===== src/rtl/rot_key_pkg.sv =====
// Shared types and default timing for the key pulser family.
// Default constants assume a 100 MHz core clock.
package rot_key_pkg;

   typedef enum logic [2:0] {
      IDLE     = 3'd0,
      PRESS_DB = 3'd1,
      HELD     = 3'd2,
      REPEAT   = 3'd3,
      REL_DB   = 3'd4
   } state_t;

   localparam int unsigned DEF_DEBOUNCE_CYCLES = 1_000_000;   // 10 ms
   localparam int unsigned DEF_REPEAT_DELAY    = 30_000_000;  // 300 ms
   localparam int unsigned DEF_REPEAT_PERIOD   = 15_000_000;  // 150 ms

   function automatic int unsigned max3(input int unsigned a,
                                        input int unsigned b,
                                        input int unsigned c);
      int unsigned m;
      m = (a > b) ? a : b;
      return (m > c) ? m : c;
   endfunction

endpackage


===== src/rtl/key_sync.sv =====
// Two-flop synchroniser for an asynchronous key level.
// Latency 2 cycles, no backpressure.
module key_sync (
   input  logic i_clk,
   input  logic i_rst,
   input  logic i_async,
   output logic o_sync
);

   logic r_s1;
   logic r_s2;

   always_ff @(posedge i_clk or posedge i_rst) begin
      if (i_rst) begin
         r_s1 <= 1'b0;
         r_s2 <= 1'b0;
      end else begin
         r_s1 <= i_async;
         r_s2 <= r_s1;
      end
   end

   assign o_sync = r_s2;

endmodule


===== src/rtl/rot_key_pulser.sv =====
// Debounced rotate key to single-cycle rot pulses, with optional auto-repeat.
// First pulse is issued at edge E1+DEBOUNCE_CYCLES+2; rot_en masks (drops) pulses.
module rot_key_pulser
   import rot_key_pkg::*;
#(
   parameter int unsigned DEBOUNCE_CYCLES = DEF_DEBOUNCE_CYCLES,
   parameter bit          REPEAT_EN       = 1'b1,
   parameter int unsigned REPEAT_DELAY    = DEF_REPEAT_DELAY,
   parameter int unsigned REPEAT_PERIOD   = DEF_REPEAT_PERIOD
) (
   input  logic clock,
   input  logic reset,
   input  logic key_raw,
   input  logic rot_en,
   output logic rot,
   output logic pressed
);

   localparam int unsigned MAXP = max3(DEBOUNCE_CYCLES, REPEAT_DELAY, REPEAT_PERIOD);
   localparam int unsigned CW   = $clog2(MAXP) + 1;

   localparam logic [CW-1:0] DB_LAST = CW'(DEBOUNCE_CYCLES - 1);
   localparam logic [CW-1:0] RD_LAST = CW'(REPEAT_DELAY - 1);
   localparam logic [CW-1:0] RP_LAST = CW'(REPEAT_PERIOD - 1);

   logic          w_key;
   state_t        r_state;
   logic [CW-1:0] r_cnt;
   logic          r_rot;
   logic          r_pressed;

   key_sync u_sync (
      .i_clk   (clock),
      .i_rst   (reset),
      .i_async (key_raw),
      .o_sync  (w_key)
   );

   // Key changes are tested before terminal counts so a change always wins.
   // Pulses are suppressed right after a pulse so rot is never two cycles wide.
   always_ff @(posedge clock or posedge reset) begin
      if (reset) begin
         r_state   <= IDLE;
         r_cnt     <= '0;
         r_rot     <= 1'b0;
         r_pressed <= 1'b0;
      end else begin
         r_rot <= 1'b0;
         r_cnt <= r_cnt + CW'(1);
         case (r_state)
            IDLE: begin
               if (w_key) begin
                  r_state <= PRESS_DB;
                  r_cnt   <= '0;
               end
            end
            PRESS_DB: begin
               if (!w_key) begin
                  r_state <= IDLE;
                  r_cnt   <= '0;
               end else if (r_cnt == DB_LAST) begin
                  r_state   <= HELD;
                  r_cnt     <= '0;
                  r_pressed <= 1'b1;
                  r_rot     <= rot_en & ~r_rot;
               end
            end
            HELD: begin
               if (!w_key) begin
                  r_state <= REL_DB;
                  r_cnt   <= '0;
               end else if (REPEAT_EN && (r_cnt == RD_LAST)) begin
                  r_state <= REPEAT;
                  r_cnt   <= '0;
                  r_rot   <= rot_en & ~r_rot;
               end
            end
            REPEAT: begin
               if (!w_key) begin
                  r_state <= REL_DB;
                  r_cnt   <= '0;
               end else if (r_cnt == RP_LAST) begin
                  r_cnt <= '0;
                  r_rot <= rot_en & ~r_rot;
               end
            end
            REL_DB: begin
               if (w_key) begin
                  r_state <= HELD;
                  r_cnt   <= '0;
               end else if (r_cnt == DB_LAST) begin
                  r_state   <= IDLE;
                  r_cnt     <= '0;
                  r_pressed <= 1'b0;
               end
            end
            default: begin
               r_state   <= IDLE;
               r_cnt     <= '0;
               r_pressed <= 1'b0;
            end
         endcase
      end
   end

   assign rot     = r_rot;
   assign pressed = r_pressed;

endmodule


===== config.mk =====
export PLATFORM = sky130hd
export DESIGN_NAME = rot_key_pulser
export DESIGN_NICKNAME = d
export VERILOG_FILES = /design/src/rtl/rot_key_pkg.sv /design/src/rtl/key_sync.sv /design/src/rtl/rot_key_pulser.sv
export SDC_FILE = /design/constraint.sdc
export NUM_CORES = 1
export LEC_CHECK = 0
export BUFFER_PORTS_ARGS = -buffer_cell sky130_fd_sc_hd__buf_2
export CAP_MARGIN = 20
export CORE_MARGIN = 2
export CORE_UTILIZATION = 60
export CTS_CLUSTER_DIAMETER = 80
export CTS_CLUSTER_SIZE = 10
export DETAILED_ROUTE_END_ITERATION = 12
export GPL_ROUTABILITY_DRIVEN = 0
export MAX_ROUTING_LAYER = met4
export PLACE_DENSITY = 0.89
export SYNTH_ARGS = -nofsm -noshare
export SYNTH_HDL_FRONTEND = slang
export SYNTH_SLANG_ARGS = --single-unit

===== constraint.sdc =====
create_clock -name clock -period 3.3 [get_ports clock]
set_input_delay 0.33 -clock clock [delete_from_list [all_inputs] [get_ports clock]]
set_output_delay 0.33 -clock clock [all_outputs]
set_load 0.01 [all_outputs]

==> impl_metrics.yaml, run 1 <==
outcome:
  status: "complete, no violations"
drt:
  post_drt_wl_per_cell_um: 17.63
  routed_wl_um: 4355
  via_per_inst: 6.441
  vias: 1591
  postRouteAntennaNets: 0
  drc: 0
  drtIter0Drc: 129
  first_pass_iters: 4
clock_tree:
  cts.sinks: 33
  ctsLongestPathBuffers: 2
  cts_buffers: 5
  clk_latency_ns: 0.35
  cts_root_buf: "clkbuf_4"
  ctsResizeCount: 0
  clk_pin_slew_worst_paths_ns: 0.10
  h-tree-depth: 2
  hold_buffers: 0
  postCtsSetupBuffers: 0
  cts_tree: "yes"
sta:
  slew_violations: 0
  period_share: 0.7721
  worstMarginPinSlew_ns: 0.7705
  setup_viol: 0
  timing.hold.ws_ns: 0.05531
  rsz0062_at_grt: "false"
  tns_ns: 0
  maxSlewHeadroom: 0.4863
  finClkSkew_ns: 0.007213
  clock.fmax_ghz: 0.3925
  hold_viol: 0
  fin_crit_ns: 2.548
  setup_slack_ns: 0.7520
critical_path:
  cp.arrival_ns: 2.76
  critPathMaxFanout: 25
  end_kind: "flip-flop"
  cp_slowest_cell: "o31a_2"
  critPathRequiredTime_ns: 3.51
  crit_chain: "ha_1 -> nand3_2 -> nand4bb_1 -> o2111ai_2 -> o31a_2 -> a21oi_1"
  crit_type: "reg -> reg"
  startpoint_type: "flip-flop"
  critPathMaxStageDelay_ns: 0.69
global_routing:
  grt_overflow_total: 0
  grt_pass1_wl_um: 7534
  grt.total_usage: 0.2504
  grt_pass1_vias: 1508
  grt_max_degree: 34
  antenna_found_initial: 0
floorplan:
  row_count: 21
  core_mm2: 0.003363
  ios: 6
  initial_core_util: 0.6291
  die_h_um: 63.38
  dieArea_mm2: 0.004017
  die_width_um: 63.38
placed_design:
  dp_hpwl_um: 2933
  port_buffers: 5
  pre_cts_ws_ns: 0.7907
synthesis:
  yosys-top-cells-count: "dfrtp_1, xor2_1, a21oi_2"
  yosysMostFrequentCell: "dfrtp_1"
  synthFlopType: "dfrtp_1"
  async_reset_ff_frac: 1.000
  synth_top_cells_by_area: "dfrtp_1, xor2_1, a21oi_2, nand4_1, nand3_1"
  synth_top_area_share: 0.3903
  yosysSeqAreaShare: 0.3903
  syn_area_mm2: 0.002116
  synth-seq-cells: 33
  synth_cell_types: 56
  yosysTopAreaCell: "dfrtp_1"
  synth_nets: 207
  synth_edf_count: 0
  synth_cells: 202
  yosysWarnings: 0
  synth_area_per_cell_um2: 10.47
worst_hold_path:
  worst_hold_path_type: "in -> async"
final_layout:
  drive_above_1_share: 0.2637
  layout.nets: 205
  area_growth_pct: 1.952
  antenna_cells: 0
pwr:
  power.leakage_nw: 0.8518
  power_density_mw_per_mm2: 332.9
  fin_total_pwr_w: 0.0007181
  ir_worst_vdd_v: 0.0002271
run:
  drv_cap: 0
-- power breakdown --
part,internal (W),switching (W)
clock network,0.000123,0.000141
registers,0.000409,0.00000565
logic,0.0000123,0.0000270
-- layer usage --
layer	GRT usage	vias to the layer above	part of all wire
li1	-	749	-
met1	0.3306	776	0.44
met2	0.3671	57	0.49
met3	0.07321	9	0.054
met4	0.09239	0	0.017
met5	-	-	0
-- final timing paths --
kind | from | end | slack (ns) | depth (start not counted)
max | r_cnt[0] | r_cnt[14] | 0.75 | 6
min | reset | r_cnt[6] | 0.06 | 3
max reg2reg | r_cnt[0] | r_cnt[14] | 0.75 | 6
min reg2reg | u_sync.r_s1 | u_sync.o_sync | 0.36 | 0
max in group asynchronous | reset | r_cnt[25] | 2.94 | 3
min in group clock | key_raw | u_sync.r_s1 | 0.08 | 1
-- flip-flops by register name, indices dropped and copies added (netlist names) --
signal / count
u_sync.o_sync: 1
r_state: 3
u_sync.r_s1: 1
rot: 1
r_cnt: 26
pressed: 1
-- layout by cell type (no fill, tap or decap), types with 2 or more instances in the layout --
cell      netlist  routed
and4bb_2        2       2
and3_2          2       2
and3_1          8       8
nor2b_1         2       2
inv_1           3       3
o311a_1         2       2
a21oi_1         6       6
clkbuf_8        0       2
nor3_1          2       2
o22ai_1         3       3
a21oi_2        20      20
nor4_2          2       2
buf_2           6       5
xor2_1         23      23
nand4_1        11      11
dfrtp_1        33      33
nor4b_1         3       3
nor3b_1         2       2
and2_1          3       3
nand2_1         8       8
nand2b_1        2       2
and4_1          3       3
nand3_1        12      12
clkbuf_4        1       5
nor2_1          7       7
-- cell type report --
type / count / area, um2
Tap cell: 46 / 57.56
Multi-Input combinational cell: 150 / 1156
Sequential cell: 33 / 825.8
Timing Repair Buffer: 6 / 32.53
Fill cell: 300 / 1206
Clock buffer: 7 / 65.06
Inverter: 4 / 15.01
Clock inverter: 1 / 5.005
-- kinds of logic after synthesis --
| group | count (synthesis) | synth area share |
|---|---|---|
| AND/OR/NAND/NOR | 81 | 0.2632 |
| buffers and inverters | 19 | 0.06328 |
| flip-flops | 33 | 0.3903 |
| XOR/XNOR | 24 | 0.09935 |
| adder cells (fa/ha/maj) | 1 | 0.005913 |
| AO/OA/AOI/OAI | 44 | 0.1780 |
-- per-stage QoR --
step	instances	cell area, um2	utilization
after global placement	239	2087	0.6205
after CTS	247	2157	0.6414
final	247	2157	0.6414
after detailed placement	239	2087	0.6205
after global routing	247	2157	0.6414
after floorplan	202	2116	-
-- critical path: cells and delay by family (launching register included) --
family	cells	cell delay (ns)
AO/OA/AOI/OAI	3	1.17
adder cells (fa/ha/maj)	1	0.25
flip-flops	1	0.38
AND/OR/NAND/NOR	2	0.59
Note: power is estimated with default switching activity, not from simulation.
==> run 2: changes to the inputs <==
==> constraint.sdc (replaced) <==
create_clock -name clock -period 2.64 [get_ports clock]
set_input_delay 0.264 -clock clock [delete_from_list [all_inputs] [get_ports clock]]
set_output_delay 0.264 -clock clock [all_outputs]
set_load 0.01 [all_outputs]
==> impl_metrics.yaml, run 2 (same netlist as run 1, synthesis figures left out) <==
global_routing:
  grt.total_usage: 0.2429
  grt_pass1_vias: 1511
  grt_pass1_wl_um: 7362
  antenna_found_initial: 0
  grt_max_degree: 34
  grt_overflow_total: 0
final_layout:
  drive_above_1_share: 0.2624
  layout.nets: 207
  design_area_mm2: 0.002190
  num-fill-cells: 291
  antenna_cells: 0
  instances_no_fill: 248
  final_cell_mix: "dfrtp_1, xor2_1, a21oi_2, nand3_1, nand4_1"
  top_register: "r_cnt"
  largest_register_ffs: 26
  final_common_cell: "dfrtp_1"
  multi_input_area_mm2: 0.001156
  regArea_um2: 825.8
  area_growth_pct: 3.489
  reg.largest.list: "r_cnt (26), r_state (3)"
critical_path:
  crit_type: "reg -> reg"
  cp.arrival_ns: 2.43
  cp_num_buf_inv: 0
  critPathRequiredTime_ns: 2.86
  critPathMaxFanout: 25
  crit_family: "simple AND/OR/NAND/NOR gates"
  startpoint_type: "flip-flop"
  crit_chain: "ha_1 -> nand3_2 -> nand4bb_1 -> nor2_1 -> o41a_4 -> a21oi_1"
  cp_slowest_cell: "nand4bb_1"
  end_kind: "flip-flop"
  critPathMaxStageDelay_ns: 0.42
sta:
  timing.hold.ws_ns: 0.01678
  finClkSkew_ns: 0.007020
  hold_viol: 0
  slew_violations: 0
  setup_viol: 0
  tns_ns: 0
  setup_slack_ns: 0.4266
  clock.fmax_ghz: 0.4518
  rsz0062_at_grt: "false"
  period_share: 0.8384
  maxSlewHeadroom: 0.5692
  worstMarginPinSlew_ns: 0.6448
  fin_crit_ns: 2.213
placed_design:
  dp_hpwl_um: 2767
  placed_cells_incl_taps: 240
  place_area_mm2: 0.002107
  pre_cts_ws_ns: 0.4420
  port_buffers: 5
clock_tree:
  clk_pin_slew_worst_paths_ns: 0.10
  cts_root_buf: "clkbuf_4"
  cts_tree: "yes"
  h-tree-depth: 2
  clk_latency_ns: 0.35
  ctsResizeCount: 0
  postCtsSetupBuffers: 0
  cts_buffers: 5
  ctsLongestPathBuffers: 2
  cts.sinks: 33
drt:
  vias: 1563
  first_pass_iters: 4
  postRouteAntennaNets: 0
  routed_wl_um: 4087
  drc: 0
  post_drt_wl_per_cell_um: 16.48
  drtIter0Drc: 138
  via_per_inst: 6.302
floorplan:
  ios: 6
  dieArea_mm2: 0.004017
  die_width_um: 63.38
  core_mm2: 0.003363
  die_h_um: 63.38
  row_count: 21
  initial_core_util: 0.6291
pwr:
  power_density_mw_per_mm2: 425.4
  power.leakage_nw: 0.8664
  ir_worst_vdd_v: 0.0003239
worst_hold_path:
  worst_hold_path_type: "in -> reg"
outcome:
  status: "complete, no violations"
run:
  drv_cap: 0
run 2: changes by cell type in the layout (fill, tap and decap cells not counted), sizes merged:
cell,change
clkbuf,-2
dlygate4sd3,+1
bufinv,+1
buf,+1
run 2: metrics by stage:
| step | power, W | utilization |
|---|---|---|
| floorplan | 0.0005739 | - |
| global placement | 0.0005765 | 0.6265 |
| detailed placement | 0.0005767 | 0.6265 |
| CTS | 0.0009382 | 0.6510 |
| global route | 0.0009639 | 0.6510 |
| finish | 0.0009316 | 0.6510 |
run 2: final timing paths:
path                       depth (start not counted)             to  slack [ns]   startpoint
setup reg to reg                                   6       r_cnt[0]        0.43     r_cnt[0]
max in group asynchronous                          4            rot        1.79        reset
hold / removal                                     1    u_sync.r_s1        0.02      key_raw
setup / recovery                                   6       r_cnt[0]        0.43     r_cnt[0]
hold reg to reg                                    0  u_sync.o_sync        0.36  u_sync.r_s1
min in group asynchronous                          4       r_cnt[6]        0.56        reset
run 2: area by class of cell:
cell class / count / area share
Clock buffer: 5 / 0.01714
Clock inverter: 2 / 0.01600
Inverter: 4 / 0.006857
Multi-Input combinational cell: 150 / 0.5280
Sequential cell: 33 / 0.3771
Tap cell: 46 / 0.02629
Timing Repair Buffer: 8 / 0.02857
run 2: power by group:
part	switching, W	leakage (nW)	internal (W)	total [W]
registers	0.00000695	0.452	0.000511	0.000518
clock network	0.000171	0.0410	0.000193	0.000364
logic	0.0000333	0.373	0.0000160	0.0000493
run 2: metal layers:
layer | up-vias | part of all wire | GRT usage
li1 | 747 | - | -
met5 | - | 0 | -
met4 | 0 | 0.014 | 0.07880
met1 | 772 | 0.46 | 0.3349
met3 | 6 | 0.061 | 0.06429
met2 | 38 | 0.47 | 0.3500
run 2: timing repair:
| action | in CTS | in global routing |
|---|---|---|
| endpoints found under the setup margin | 0 | 0 |
| endpoints found under the hold margin | 27 | 0 |
| hold buffers | 1 | 0 |
run 2: worst register-to-register path, delay by kind of cell, from the launching register on:
family          cells  cell delay (ns)
compound gates      2             0.56
fa+ha+maj           1             0.27
flops               1             0.38
simple gates        3             0.88
